File: src/rtl/lmsm_sequencer_if.sv
// Bundle between the LM/SM sequencer, the main controller, the register file and memory.
// master = controller/memory side, slave = sequencer side.
interface lmsm_sequencer_if #(
    parameter int NREG = 8,
    parameter int IW   = 3,
    parameter int AW   = 16,
    parameter int CW   = 4
);
    logic            start;
    logic            is_store;
    logic [NREG-1:0] reg_mask;
    logic [AW-1:0]   base_addr;
    logic            mem_ack;
    logic            mem_req;
    logic            mem_we;
    logic [AW-1:0]   mem_addr;
    logic [IW-1:0]   rf_radd;
    logic            rf_wen;
    logic [IW-1:0]   rf_wadd;
    logic            busy;
    logic            done;
    logic [CW-1:0]   xfer_count;

    modport master (
        output start, is_store, reg_mask, base_addr, mem_ack,
        input  mem_req, mem_we, mem_addr, rf_radd, rf_wen, rf_wadd, busy, done, xfer_count
    );

    modport slave (
        input  start, is_store, reg_mask, base_addr, mem_ack,
        output mem_req, mem_we, mem_addr, rf_radd, rf_wen, rf_wadd, busy, done, xfer_count
    );
endinterface

File: src/rtl/lmsm_sequencer.sv
// Load/store-multiple sequencer: walks a register mask R0..R7, issuing one memory
// access per selected register, then pulses done for the main controller.
module lmsm_sequencer #(
    parameter int NREG = 8,
    parameter int IW   = 3,
    parameter int AW   = 16,
    parameter int CW   = 4
) (
    input  logic              clk,
    input  logic              reset_n,
    lmsm_sequencer_if.slave   bus
);
    typedef enum logic [1:0] {
        IDLE   = 2'd0,
        ACCESS = 2'd1,
        DONE   = 2'd2
    } state_t;

    state_t          state_q, state_d;
    logic [NREG-1:0] rem_q, rem_d;
    logic [AW-1:0]   addr_q, addr_d;
    logic            dir_q, dir_d;
    logic [CW-1:0]   count_q, count_d;
    logic [CW-1:0]   xfer_q, xfer_d;

    logic [IW-1:0]   idx;
    logic [NREG-1:0] rem_clr;

    // Lowest set bit wins, so R0 is transferred first.
    always_comb begin
        idx = '0;
        for (int i = NREG - 1; i >= 0; i--) begin
            if (rem_q[i]) idx = IW'(i);
        end
    end

    assign rem_clr = rem_q & (rem_q - NREG'(1));

    always_ff @(posedge clk or negedge reset_n) begin
        if (!reset_n) begin
            state_q <= IDLE;
            rem_q   <= '0;
            addr_q  <= '0;
            dir_q   <= 1'b0;
            count_q <= '0;
            xfer_q  <= '0;
        end else begin
            state_q <= state_d;
            rem_q   <= rem_d;
            addr_q  <= addr_d;
            dir_q   <= dir_d;
            count_q <= count_d;
            xfer_q  <= xfer_d;
        end
    end

    always_comb begin
        state_d     = state_q;
        rem_d       = rem_q;
        addr_d      = addr_q;
        dir_d       = dir_q;
        count_d     = count_q;
        xfer_d      = xfer_q;
        bus.mem_req = 1'b0;
        bus.mem_we  = 1'b0;
        bus.rf_wen  = 1'b0;
        bus.rf_radd = '0;
        bus.rf_wadd = '0;
        bus.busy    = 1'b0;
        bus.done    = 1'b0;

        unique case (state_q)
            IDLE: begin
                if (bus.start) begin
                    rem_d   = bus.reg_mask;
                    addr_d  = bus.base_addr;
                    dir_d   = bus.is_store;
                    count_d = '0;
                    state_d = (bus.reg_mask != '0) ? ACCESS : DONE;
                end
            end
            ACCESS: begin
                bus.busy    = 1'b1;
                bus.mem_req = 1'b1;
                bus.mem_we  = dir_q;
                bus.rf_radd = dir_q ? idx : '0;
                bus.rf_wadd = idx;
                // Everything holds while memory stalls; advance only on ack.
                if (bus.mem_ack) begin
                    bus.rf_wen = ~dir_q;
                    rem_d      = rem_clr;
                    addr_d     = addr_q + AW'(1);
                    count_d    = count_q + CW'(1);
                    if (rem_clr == '0) state_d = DONE;
                end
            end
            DONE: begin
                bus.busy = 1'b1;
                bus.done = 1'b1;
                xfer_d   = count_q;
                state_d  = IDLE;
            end
            default: state_d = IDLE;
        endcase
    end

    assign bus.mem_addr   = addr_q;
    assign bus.xfer_count = xfer_q;
endmodule

File: src/flat_wrapper.sv
// flat-port wrapper written by rule: the top's interface ports become plain ports
module lmsm_sequencer_flat 
#(
    parameter int NREG = 8,
    parameter int IW   = 3,
    parameter int AW   = 16,
    parameter int CW   = 4
)
  (clk, reset_n, bus_start, bus_is_store, bus_reg_mask, bus_base_addr, bus_mem_ack, bus_mem_req, bus_mem_we, bus_mem_addr, bus_rf_radd, bus_rf_wen, bus_rf_wadd, bus_busy, bus_done, bus_xfer_count);
  lmsm_sequencer_if #(.NREG(NREG), .IW(IW), .AW(AW), .CW(CW)) bus_i ();
  input  logic clk;
  input  logic reset_n;
  input wire logic [$bits(bus_i.start)-1:0] bus_start;
  input wire logic [$bits(bus_i.is_store)-1:0] bus_is_store;
  input wire logic [$bits(bus_i.reg_mask)-1:0] bus_reg_mask;
  input wire logic [$bits(bus_i.base_addr)-1:0] bus_base_addr;
  input wire logic [$bits(bus_i.mem_ack)-1:0] bus_mem_ack;
  output wire logic [$bits(bus_i.mem_req)-1:0] bus_mem_req;
  output wire logic [$bits(bus_i.mem_we)-1:0] bus_mem_we;
  output wire logic [$bits(bus_i.mem_addr)-1:0] bus_mem_addr;
  output wire logic [$bits(bus_i.rf_radd)-1:0] bus_rf_radd;
  output wire logic [$bits(bus_i.rf_wen)-1:0] bus_rf_wen;
  output wire logic [$bits(bus_i.rf_wadd)-1:0] bus_rf_wadd;
  output wire logic [$bits(bus_i.busy)-1:0] bus_busy;
  output wire logic [$bits(bus_i.done)-1:0] bus_done;
  output wire logic [$bits(bus_i.xfer_count)-1:0] bus_xfer_count;
  assign bus_i.start = bus_start;
  assign bus_i.is_store = bus_is_store;
  assign bus_i.reg_mask = bus_reg_mask;
  assign bus_i.base_addr = bus_base_addr;
  assign bus_i.mem_ack = bus_mem_ack;
  assign bus_mem_req = bus_i.mem_req;
  assign bus_mem_we = bus_i.mem_we;
  assign bus_mem_addr = bus_i.mem_addr;
  assign bus_rf_radd = bus_i.rf_radd;
  assign bus_rf_wen = bus_i.rf_wen;
  assign bus_rf_wadd = bus_i.rf_wadd;
  assign bus_busy = bus_i.busy;
  assign bus_done = bus_i.done;
  assign bus_xfer_count = bus_i.xfer_count;
  lmsm_sequencer #(.NREG(NREG), .IW(IW), .AW(AW), .CW(CW)) u_core (.clk(clk), .reset_n(reset_n), .bus(bus_i));
endmodule
File: config.mk
export PLATFORM = sky130hd
export DESIGN_NAME = lmsm_sequencer_flat
export DESIGN_NICKNAME = d
export VERILOG_FILES = /design/src/rtl/lmsm_sequencer_if.sv /design/src/rtl/lmsm_sequencer.sv /design/src/flat_wrapper.sv
export SDC_FILE = /design/constraint.sdc
export NUM_CORES = 1
export LEC_CHECK = 0
export CAP_MARGIN = 20
export CELL_PAD_IN_SITES_DETAIL_PLACEMENT = 1
export CELL_PAD_IN_SITES_GLOBAL_PLACEMENT = 1
export CORE_UTILIZATION = 35
export CTS_BUF_LIST = sky130_fd_sc_hd__clkbuf_8 sky130_fd_sc_hd__clkbuf_16
export CTS_CLUSTER_SIZE = 24
export DETAILED_ROUTE_END_ITERATION = 7
export GPL_TIMING_DRIVEN = 0
export PLACE_DENSITY = 0.89
export SLEW_MARGIN = 40
export SYNTH_ARGS = -nofsm -noshare
export SYNTH_HDL_FRONTEND = slang
export SYNTH_SLANG_ARGS = --single-unit
File: constraint.sdc
create_clock -name clk -period 2.1 [get_ports clk]
set_input_delay 0.21 -clock clk [delete_from_list [all_inputs] [get_ports clk]]
set_output_delay 0.21 -clock clk [all_outputs]
set_load 0.02 [all_outputs]
==> flow_metrics.tcl <==
set metrics [dict create \
    outcome "complete, no violations" \
    setup_viol_count_final 0 \
    critPathMaxFanout 7 \
    initial_utilization_pct 37.3 \
    track_usage_pct 24.0 \
    synth.avg_cell_area_sq_um 8.79 \
    tightestPinTransition_ps 715 \
    wire_per_inst_microns 18.3 \
    skew_ps 6.97 \
    synth.distinct_cells 41 \
    syn_inst 241 \
    grt_max_degree 21 \
    cts_root_buffer "clkbuf_8" \
    io_pins 60 \
    drt_wl_total_microns 7010 \
    cts_sinks 35 \
    p_int_mw 2.53 \
    rsz0062_at_grt "yes" \
    worst_setup_path_end_kind "output port" \
    fp.dieW_microns 79.8 \
    hold_violations 0 \
    dp_hpwl_microns 5040 \
    postRouteAntennaNets 0 \
    total_power_mw 4.76 \
    gp_congestion 0.804 \
    drive_gt1_share_pct 17.0 \
    ys.flop_type "dfrtp_1" \
    cts_buffer_depth 2 \
    drc 0 \
    firstDrtPassIters 4 \
    cts_tree "done" \
    dieArea_sq_um 6370 \
    pwr-share-comb_pct 62.1 \
    htreeDepth 2 \
    max_freq_mhz 485 \
    synth_nets 275 \
    ys_seq_area_share_pct 41.3 \
    maxSlewViolCount 0 \
    switching_share_pct 46.8 \
    crit_path_start_kind "flip-flop" \
    setup.worst_path.class "reg2out" \
    setup_ws_ps 36.7 \
    vdd_ir_drop_max_mv 0.610 \
    max_stage_delay_ps 580 \
    grt_pass1_wl_microns 11600 \
    antenna_found_initial 0 \
    yosysMostFrequentCell "dfrtp_1" \
    syn_area_sq_um 2120 \
    finalCritPeriodShare_pct 98.3 \
    area.growth.synth_to_final_pct 41.4 \
    numPortBuffers 58 \
    clkPwrFrac_pct 10.3 \
    die_h_microns 79.8 \
    worstSkewPairLatency_ps 290 \
    num_vias 2205 \
    worstPathArrival_ps 1850 \
    p_sw_mw 2.23 \
    synth_top_area_cell "dfrtp_1" \
    ys_warn_count 0 \
    detailed_place.area_sq_um 2820 \
    drt_iter0_drc 129 \
    numCtsBuffers 5 \
    synth_top_area_share_pct 41.3 \
    synthArstFlopShare_pct 100 \
    p_leak_nw 1.33 \
    fp-row-count 27 \
    core_area_sq_um 5680 \
    final_nets 344 \
    place_ws_ps -647 \
    synth.area.top_cells "dfrtp_1 (41%), a21oi_1 (4.5%), nand2_1 (4.4%), mux2i_1 (4.3%), o21ai_0 (3.8%)" \
    grt-ovfl-total 0 \
    via_per_inst 5.76 \
    fin_area_sq_um 3000 \
    hold_class "in2reg" \
    p_seq_share_pct 27.6 \
    fin_crit_ps 2060 \
    maxCapViolations 0 \
    worst_path_max_delay_cell "or4_4" \
    diodes 0 \
    synth_edf_count 0 \
    slew-limit-headroom_pct 52.2 \
    fin_hold_ws_ps 323 \
    ys_ff_latch 35 \
    synthTopCellsByCount "dfrtp_1 (35), nand2_1 (25), a21oi_1 (19), nor2_1 (19), o21ai_0 (16)" \
    clk_pin_slew_worst_paths_ps 80 \
    grt_pass1_vias 2280 \
    p_per_area_nw_per_um2 1590 \
    required_ps 1890 \
    path_cells "or4_4 -> nor2_1 -> and2_2 -> clkdlybuf4s15_2" \
]
layout by cell type (no fill, tap or decap), types with 3 or more instances in the layout:
master / instances
dfrtp_1: 34
buf_2: 4
dlygate4sd2_1: 3
nor2_1: 19
a22o_1: 6
nor3_1: 8
o221a_2: 5
nand2_1: 25
o22ai_1: 9
mux2_2: 5
a21oi_1: 19
clkdlybuf4s50_1: 49
inv_1: 9
buf_4: 7
clkdlybuf4s15_2: 3
nand4_1: 5
mux2i_1: 9
o21ai_0: 16
ha_1: 3
clkinv_2: 3
and3_1: 7
nand3_1: 13
or3_1: 3
clkbuf_8: 6
what timing repair did:
| item | 4_1_cts | 5_1_grt |
|---|---|---|
| setup buffers | 0 | 4 |
| pin swaps | 1 | 1 |
| endpoints found under the setup margin | 32 | 14 |
| resized for setup | 30 | 14 |
| hold buffers | 1 | 0 |
| endpoints found under the hold margin | 19 | 0 |
layer usage:
layer | wire (microns) | GRT usage (%) | vias up
li1 | - | - | 1032
met1 | 3120 | 31.6 | 1105
met2 | 3500 | 40.4 | 57
met5 | 0 | 0 | -
met4 | 108 | 7.50 | 0
met3 | 287 | 3.66 | 11
path summary, 6_finish.rpt:
| check | slack [ps] | endpoint | start | depth (start not counted) |
|---|---|---|---|---|
| max in group asynchronous | 1220 | u_core.rem_q[2] | reset_n | 3 |
| worst min register to register | 510 | u_core.bus.xfer_count[1] | u_core.bus.xfer_count[1] | 1 |
| worst min-delay path | 320 | u_core.count_q[0] | bus_mem_ack | 3 |
| worst max-delay path | 40 | bus_rf_radd[2] | u_core.rem_q[2] | 4 |
| worst max register to register | 110 | u_core.bus.mem_addr[2] | u_core.state_q[0] | 8 |
| min in group asynchronous | 410 | u_core.dir_q | reset_n | 2 |
power groups by stage:
stage                     Combinational, mW  Sequential, mW  Clock (mW)
after global placement                 2.65            1.27           0
after CTS                              2.84            1.29       0.496
after global routing                   3.22            1.36       0.528
after floorplan                        1.61            1.39           0
final                                  2.96            1.31       0.488
after detailed placement               2.77            1.29           0
layout make-up:
| type | count | area, sq um |
|---|---|---|
| fillers | 665 | 2680 |
| multi-input cells | 182 | 1180 |
| inverters | 10 | 37.5 |
| plain buffers | 12 | 92.6 |
| clock buffers | 5 | 68.8 |
| flip-flops and latches | 35 | 877 |
| repair buffers | 64 | 633 |
| well taps | 72 | 90.1 |
| clock inverters | 3 | 15.0 |
metrics by stage:
stage,util (%),TNS (ps),instances
global placement,49.3,-5040,371
global route,52.8,-71.8,383
detailed placement,49.7,-6500,372
CTS,52.0,0,380
floorplan,-,0,241
finish,52.8,0,383
critical path: cells and delay by family (launching register included):
kind,cells,cell delay [ps]
flops,1,460
simple gates,3,860
buf+inv,1,250
sequential cells by signal, summed over array words and instances, names as in the netlist:
name and count:
u_core.bus.mem_addr 16, u_core.bus.xfer_count 4, u_core.dir_q 1, u_core.count_q 4
u_core.state_q 2, u_core.rem_q 8
cells by family (layout without fill, tap and decap cells):
logic type | count (synthesis) | in the layout | synth area share, %
adder cells (fa/ha/maj) | 6 | 6 | 3.43
multiplexers | 14 | 14 | 6.91
flip-flops | 35 | 35 | 41.3
buffers and inverters | 24 | 94 | 4.96
AND/OR/NAND/NOR | 96 | 96 | 22.7
AO/OA/AOI/OAI | 66 | 66 | 20.6
Power figures use the tool's default switching activity.
==> RTL change 1: new RTL, same settings <==
Re-encode `state_t` (3 states) as one-hot, 3 bits wide.
--- a/src/rtl/lmsm_sequencer.sv
+++ b/src/rtl/lmsm_sequencer.sv
@@ -10,10 +10,10 @@
     input  logic              reset_n,
     lmsm_sequencer_if.slave   bus
 );
-    typedef enum logic [1:0] {
-        IDLE   = 2'd0,
-        ACCESS = 2'd1,
-        DONE   = 2'd2
+    typedef enum logic [2:0] {
+        IDLE   = 3'b001,
+        ACCESS = 3'b010,
+        DONE   = 3'b100
     } state_t;
 
     state_t          state_q, state_d;
Function: no difference found for any inputs over 10 cycles, from zero or initial values and one cycle with reset_n low; not proved beyond that.
==> RTL change 1 against the unedited design <==
  * The flow now finishes with violations (negative setup slack)
  * Sequential cell count increased by 1
  * Synthesized area decreased by 1.5%
  * Clock power increased by 6.4%
  * Design area decreased by 0.42%
  * Routed wire length increased by 0.66%
  * Power decreased by 14%
  * Worst hold slack improved by 93 ps
  * Die area decreased by 1.5%
  * Fmax decreased by 1.8%
  * Setup slack got worse by 38 ps
  * Highest routed layer unchanged
==> RTL change 1: results (changes against the unedited design) <==
The run finished, with violations left. The checks that failed: negative setup slack. The xor and xnor area share after synthesis was 0.4199% (+0.42 points). The run gives 666 (+0.15%) as the number of inserted filler cells in the final layout.

The transition at the pin with the smallest max-transition slack works out to 586.6 ps (-128.3 ps). Cell leakage power: 1.239 nW (-6.6%). The mux share of post-synthesis cell area was 2.699% (-4.2 points). The arrival time at the worst endpoint was 1890 ps (+40 ps). The tools report the worst clock skew as 7.384 ps (+0.4099 ps). The vias per cell is 5.816 (+1.0%). Violation count after the first detailed-routing iteration: 151 (+17%). The top cell type's share of synthesized area works out to 41.99% (+0.64 points). The count of input and output buffers is 59 (+1.7%). Sorting the synthesized cells by area gives the leading types as dfrtp_1 (42%), a22o_1 (3.8%), a21oi_1 (3.6%), nand2_1 (3.4%), o21ai_0 (3.4%). For the number of endpoints failing setup at the final stage, the log shows 1 (+1). The adder and majority cell fraction of the synthesized area was 1.680% (-1.7 points). The worst-path maximum fanout is 6 (-1). The number of antenna violations at the first check in global routing was 0 (unchanged); the post-layout net count was 333 (-3.2%).

For the summed negative setup slack over all endpoints, the log shows -1.636 ps (-1.636 ps). The average wire length per cell after detail routing came out at 18.83 um (+2.8%). The worst register-to-register path begins at u_core.state_q[0]. The post-synth net total is 260 (-5.5%). The clock network latency to the later pin of the worst-skew pair is 290 ps (about the same), and the synthesized-area fraction occupied by ao, oa, aoi and oai cells is 24.48% (+3.9 points). The run gives -339.5 ps (+307.9 ps) as the worst slack at placement. The share of final-layout standard cells stronger than drive strength 1 was 17.82% (+0.78 points). The tools report the sequential-to-total area share from yosys stat as 43.25% (+1.9 points).

The number of distinct library cells after synthesis came out at 53 (+29%). The worst ir drop on vdd is 0.0005731 V (-6.0%), and the cell depth of the worst flop-to-flop path is 7 (-1). The global placer's final weighted congestion was 0.8529 (+6.0%).

The beginning of the critical path was u_core.state_q[1]. The tightest min-delay check is of the primary input to asynchronous set/reset pin type. The combined global-route utilization of all metal layers was 24.09% (+0.046 points); the mean instance size in the synthesized netlist was 9.108 um^2 (+3.6%). For the number of placed instances, taps included, the log shows 361 (-3.0%). The tools report the global-route wire length before repair as 11550 um (-0.53%). The total via count after detailed routing came out at 2181 (-1.1%). The final worst setup slack was -1.636 ps (-38.39 ps). The commonest cells after synthesis are dfrtp_1 (35), nand2_1 (19), a21oi_1 (15).
[RTL change 1: final cells by class]
type	count	area [um^2]	area share, %
Buffer	17	112.6	3.775
Clock buffer	6	82.58	2.768
Clock inverter	2	10.01	0.3356
Inverter	7	31.28	1.049
Multi-Input combinational cell	169	1130	37.88
Sequential cell	36	904.6	30.33
Tap cell	72	90.09	3.020
Timing Repair Buffer	66	621.8	20.85
[RTL change 1: logic make-up (layout without fill, tap and decap cells)]
logic type               count (synthesis)  count (layout)
AND/OR/NAND/NOR                         82              82
AO/OA/AOI/OAI                           78              78
flip-flops                              36              36
buffers and inverters                   24              98
multiplexers                             5               5
adder cells (fa/ha/maj)                  3               3
XOR/XNOR                                 1               1
[RTL change 1: power breakdown]
part / internal (mW) / total [mW] / switching, mW
logic: 0.989 / 2.23 / 1.24
clock network: 0.262 / 0.519 / 0.258
registers: 0.975 / 1.35 / 0.377
total: 2.23 / 4.10 / 1.88
[RTL change 1: repair_timing]
action                                 4_1_cts  5_1_grt
hold buffers                                 1        0
endpoints found under the hold margin       16        0
setup buffers                                3        2
resized for setup                           48       16
setup endpoints to repair                   10       21
[RTL change 1: per-stage QoR]
stage,area [um^2],power (mW)
final,2983,4.105
after global routing,2983,4.377
after CTS,2930,3.987
after detailed placement,2790,3.398
after global placement,2768,3.304
after floorplan,2087,2.538
[RTL change 1: per-layer routing]
metal | global-route usage (%) | vias up | share of wire [%] | routed length [um]
met3 | 3.448 | 16 | 3.7 | 264
li1 | - | 1003 | - | -
met2 | 40.95 | 67 | 51 | 3601
met4 | 11.64 | 0 | 2.8 | 195
met1 | 29.78 | 1095 | 42 | 2998
met5 | 0 | - | 0 | 0
[RTL change 1: path summary, 6_finish.rpt]
kind / endpoint / slack (ps)
max in group asynchronous: u_core.state_q[0] / 1150
min in group clk: u_core.dir_q / 480
hold / removal: u_core.rem_q[6] / 420
setup reg to reg: u_core.bus.mem_addr[9] / 70
hold reg to reg: u_core.bus.xfer_count[0] / 510
setup / recovery: bus_rf_radd[1] / -2
[RTL change 1: worst max-delay path: stages, from the launching register on]
cell,delay [ps]
dfrtp_1,450
or3b_1,380
buf_6,140
inv_6,80
buf_8,110
o311a_4,180
and2_1,120
buf_4,130
==> RTL change 2: new RTL, config.mk and constraints unchanged <==
Without the edit above. `IW` is set to 3 in 3 places; all go to 2.
--- a/src/rtl/lmsm_sequencer_if.sv
+++ b/src/rtl/lmsm_sequencer_if.sv
@@ -2,7 +2,7 @@
 // master = controller/memory side, slave = sequencer side.
 interface lmsm_sequencer_if #(
     parameter int NREG = 8,
-    parameter int IW   = 3,
+    parameter int IW   = 2,
     parameter int AW   = 16,
     parameter int CW   = 4
 );
--- a/src/rtl/lmsm_sequencer.sv
+++ b/src/rtl/lmsm_sequencer.sv
@@ -2,7 +2,7 @@
 // access per selected register, then pulses done for the main controller.
 module lmsm_sequencer #(
     parameter int NREG = 8,
-    parameter int IW   = 3,
+    parameter int IW   = 2,
     parameter int AW   = 16,
     parameter int CW   = 4
 ) (
--- a/src/flat_wrapper.sv
+++ b/src/flat_wrapper.sv
@@ -2,7 +2,7 @@
 module lmsm_sequencer_flat 
 #(
     parameter int NREG = 8,
-    parameter int IW   = 3,
+    parameter int IW   = 2,
     parameter int AW   = 16,
     parameter int CW   = 4
 )
Interface: changed (resized bus_rf_radd and bus_rf_wadd); port bits go from 60 to 58. No check against the original RTL was run, so the function may have changed too.
==> RTL change 2 against the unedited design <==
  * Synthesized area is 4.5% higher
  * Routed wire length is 3.4% lower
  * Setup slack better by 64 ps
  * Worst hold slack better by 25 ps
  * Design area is 1.0% higher
  * Clock power is 9.8% higher
  * Sequential share of layout area is 0.34 points lower
  * Combinational power is 2% higher
  * Power is 4.3% higher
  * Sequential cell count stayed put
  * Register-to-register slack better by 70 ps
  * Fmax is 3.2% higher
  * Via count is 2.4% lower
==> RTL change 2: results (changes against the unedited design) <==
The run finished with clean final reports. After synthesis, the cell types taking the most area are dfrtp_1 (40%), a21oi_1 (4.5%), o22ai_1 (4.2%), mux2i_1 (4.1%), nand3_1 (3.4%). In this run the critical register-to-register path is captured at u_core.bus.mem_addr[7]. The run gives -568.1 ps (+79.32 ps) as the worst slack at placement.

The logs give 370 (-0.54%) for the number of placed instances, taps included and 180 (-1.1%) for the multi-input combinational gate total. The tools report the met2 usage in global routing as 39.08% (-1.3 points). Violation count after the first detailed-routing iteration: 83 (-36%). The arrival time at the worst endpoint is 1790 ps (-60 ps), and the global placer's final weighted congestion is 0.7932 (-1.4%).

The tools report the total routed wirelength as 6774 um (-3.4%). The count of input and output buffers is 55 (-5.2%), and the setup slack of the worst register-to-register path is 180 ps (+70 ps). The tools report the sequential-to-total area share from yosys stat as 39.57% (-1.8 points).

The clock-cell share of area was 3.307% (+0.51 points). The number of flip-flops and latches is 35 (unchanged). For the post-detailed-placement cell area, the log shows 2878 um^2 (+2.0%). The number of instances in the synthesized netlist is 239 (-0.83%). The worst clock skew is 7.062 ps (+0.08780 ps).

The sequential share of cell area was 28.94% (-0.34 points); the met3 layer wire length in the routed design was 369 um (+29%). The cell depth of the worst flop-to-flop path is 6 (-2), and the combined global-route utilization of all metal layers is 22.64% (-1.4 points). The number of inserted filler cells in the final layout was 702 (+5.6%); the worst slew margin relative to its limit was 57.20% (+5.0 points). The clock network fraction of total power was 10.8% (+0.5 points). The fraction of cell area in non-clock buffers came out at 21.70% (-2.5 points). Area enclosed by the die boundary: 6646 um^2 (+4.4%). The post-layout total power was 4.967 mW (+4.3%); the combinational group share of total power was 60.7% (-1.4 points). The end-of-flow core utilization came out at 50.23% (-2.5 points). Met3 routing resource usage after global routing: 5.556% (+1.9 points).
RTL change 2: cell count changes after synthesis, sizes merged, moves of 3 or more:
cell   delta
nand2    -10
nor2      -9
nor4      +6
nand3     +3
and3      -3
o221a     -5
o22ai     +6
a21o      +3
a21oi     +3
RTL change 2: critical path, cell delays in order (launching register included):
cell	delay, ps
dfrtp_1	410
inv_2	110
ha_4	200
buf_8	160
clkbuf_8	180
nand2_1	80
a211oi_2	200
buf_4	170
RTL change 2: repair_timing:
item,CTS,global route
buffers inserted,0,1
endpoints found under the hold margin,12,0
resized for setup,21,13
endpoints found under the setup margin,26,23
hold buffers,1,0
gates cloned,0,0
RTL change 2: kinds of logic after synthesis:
| family | after synthesis | synth area share (%) |
|---|---|---|
| AOI/OAI and AO/OA | 79 | 24.76 |
| xor gates and xnor gates | 2 | 0.7916 |
| adders and majority gates | 6 | 3.279 |
| buffers and inverters | 24 | 5.370 |
| DFF | 35 | 39.57 |
| muxes | 15 | 7.123 |
| and+or+nand+nor | 78 | 19.11 |
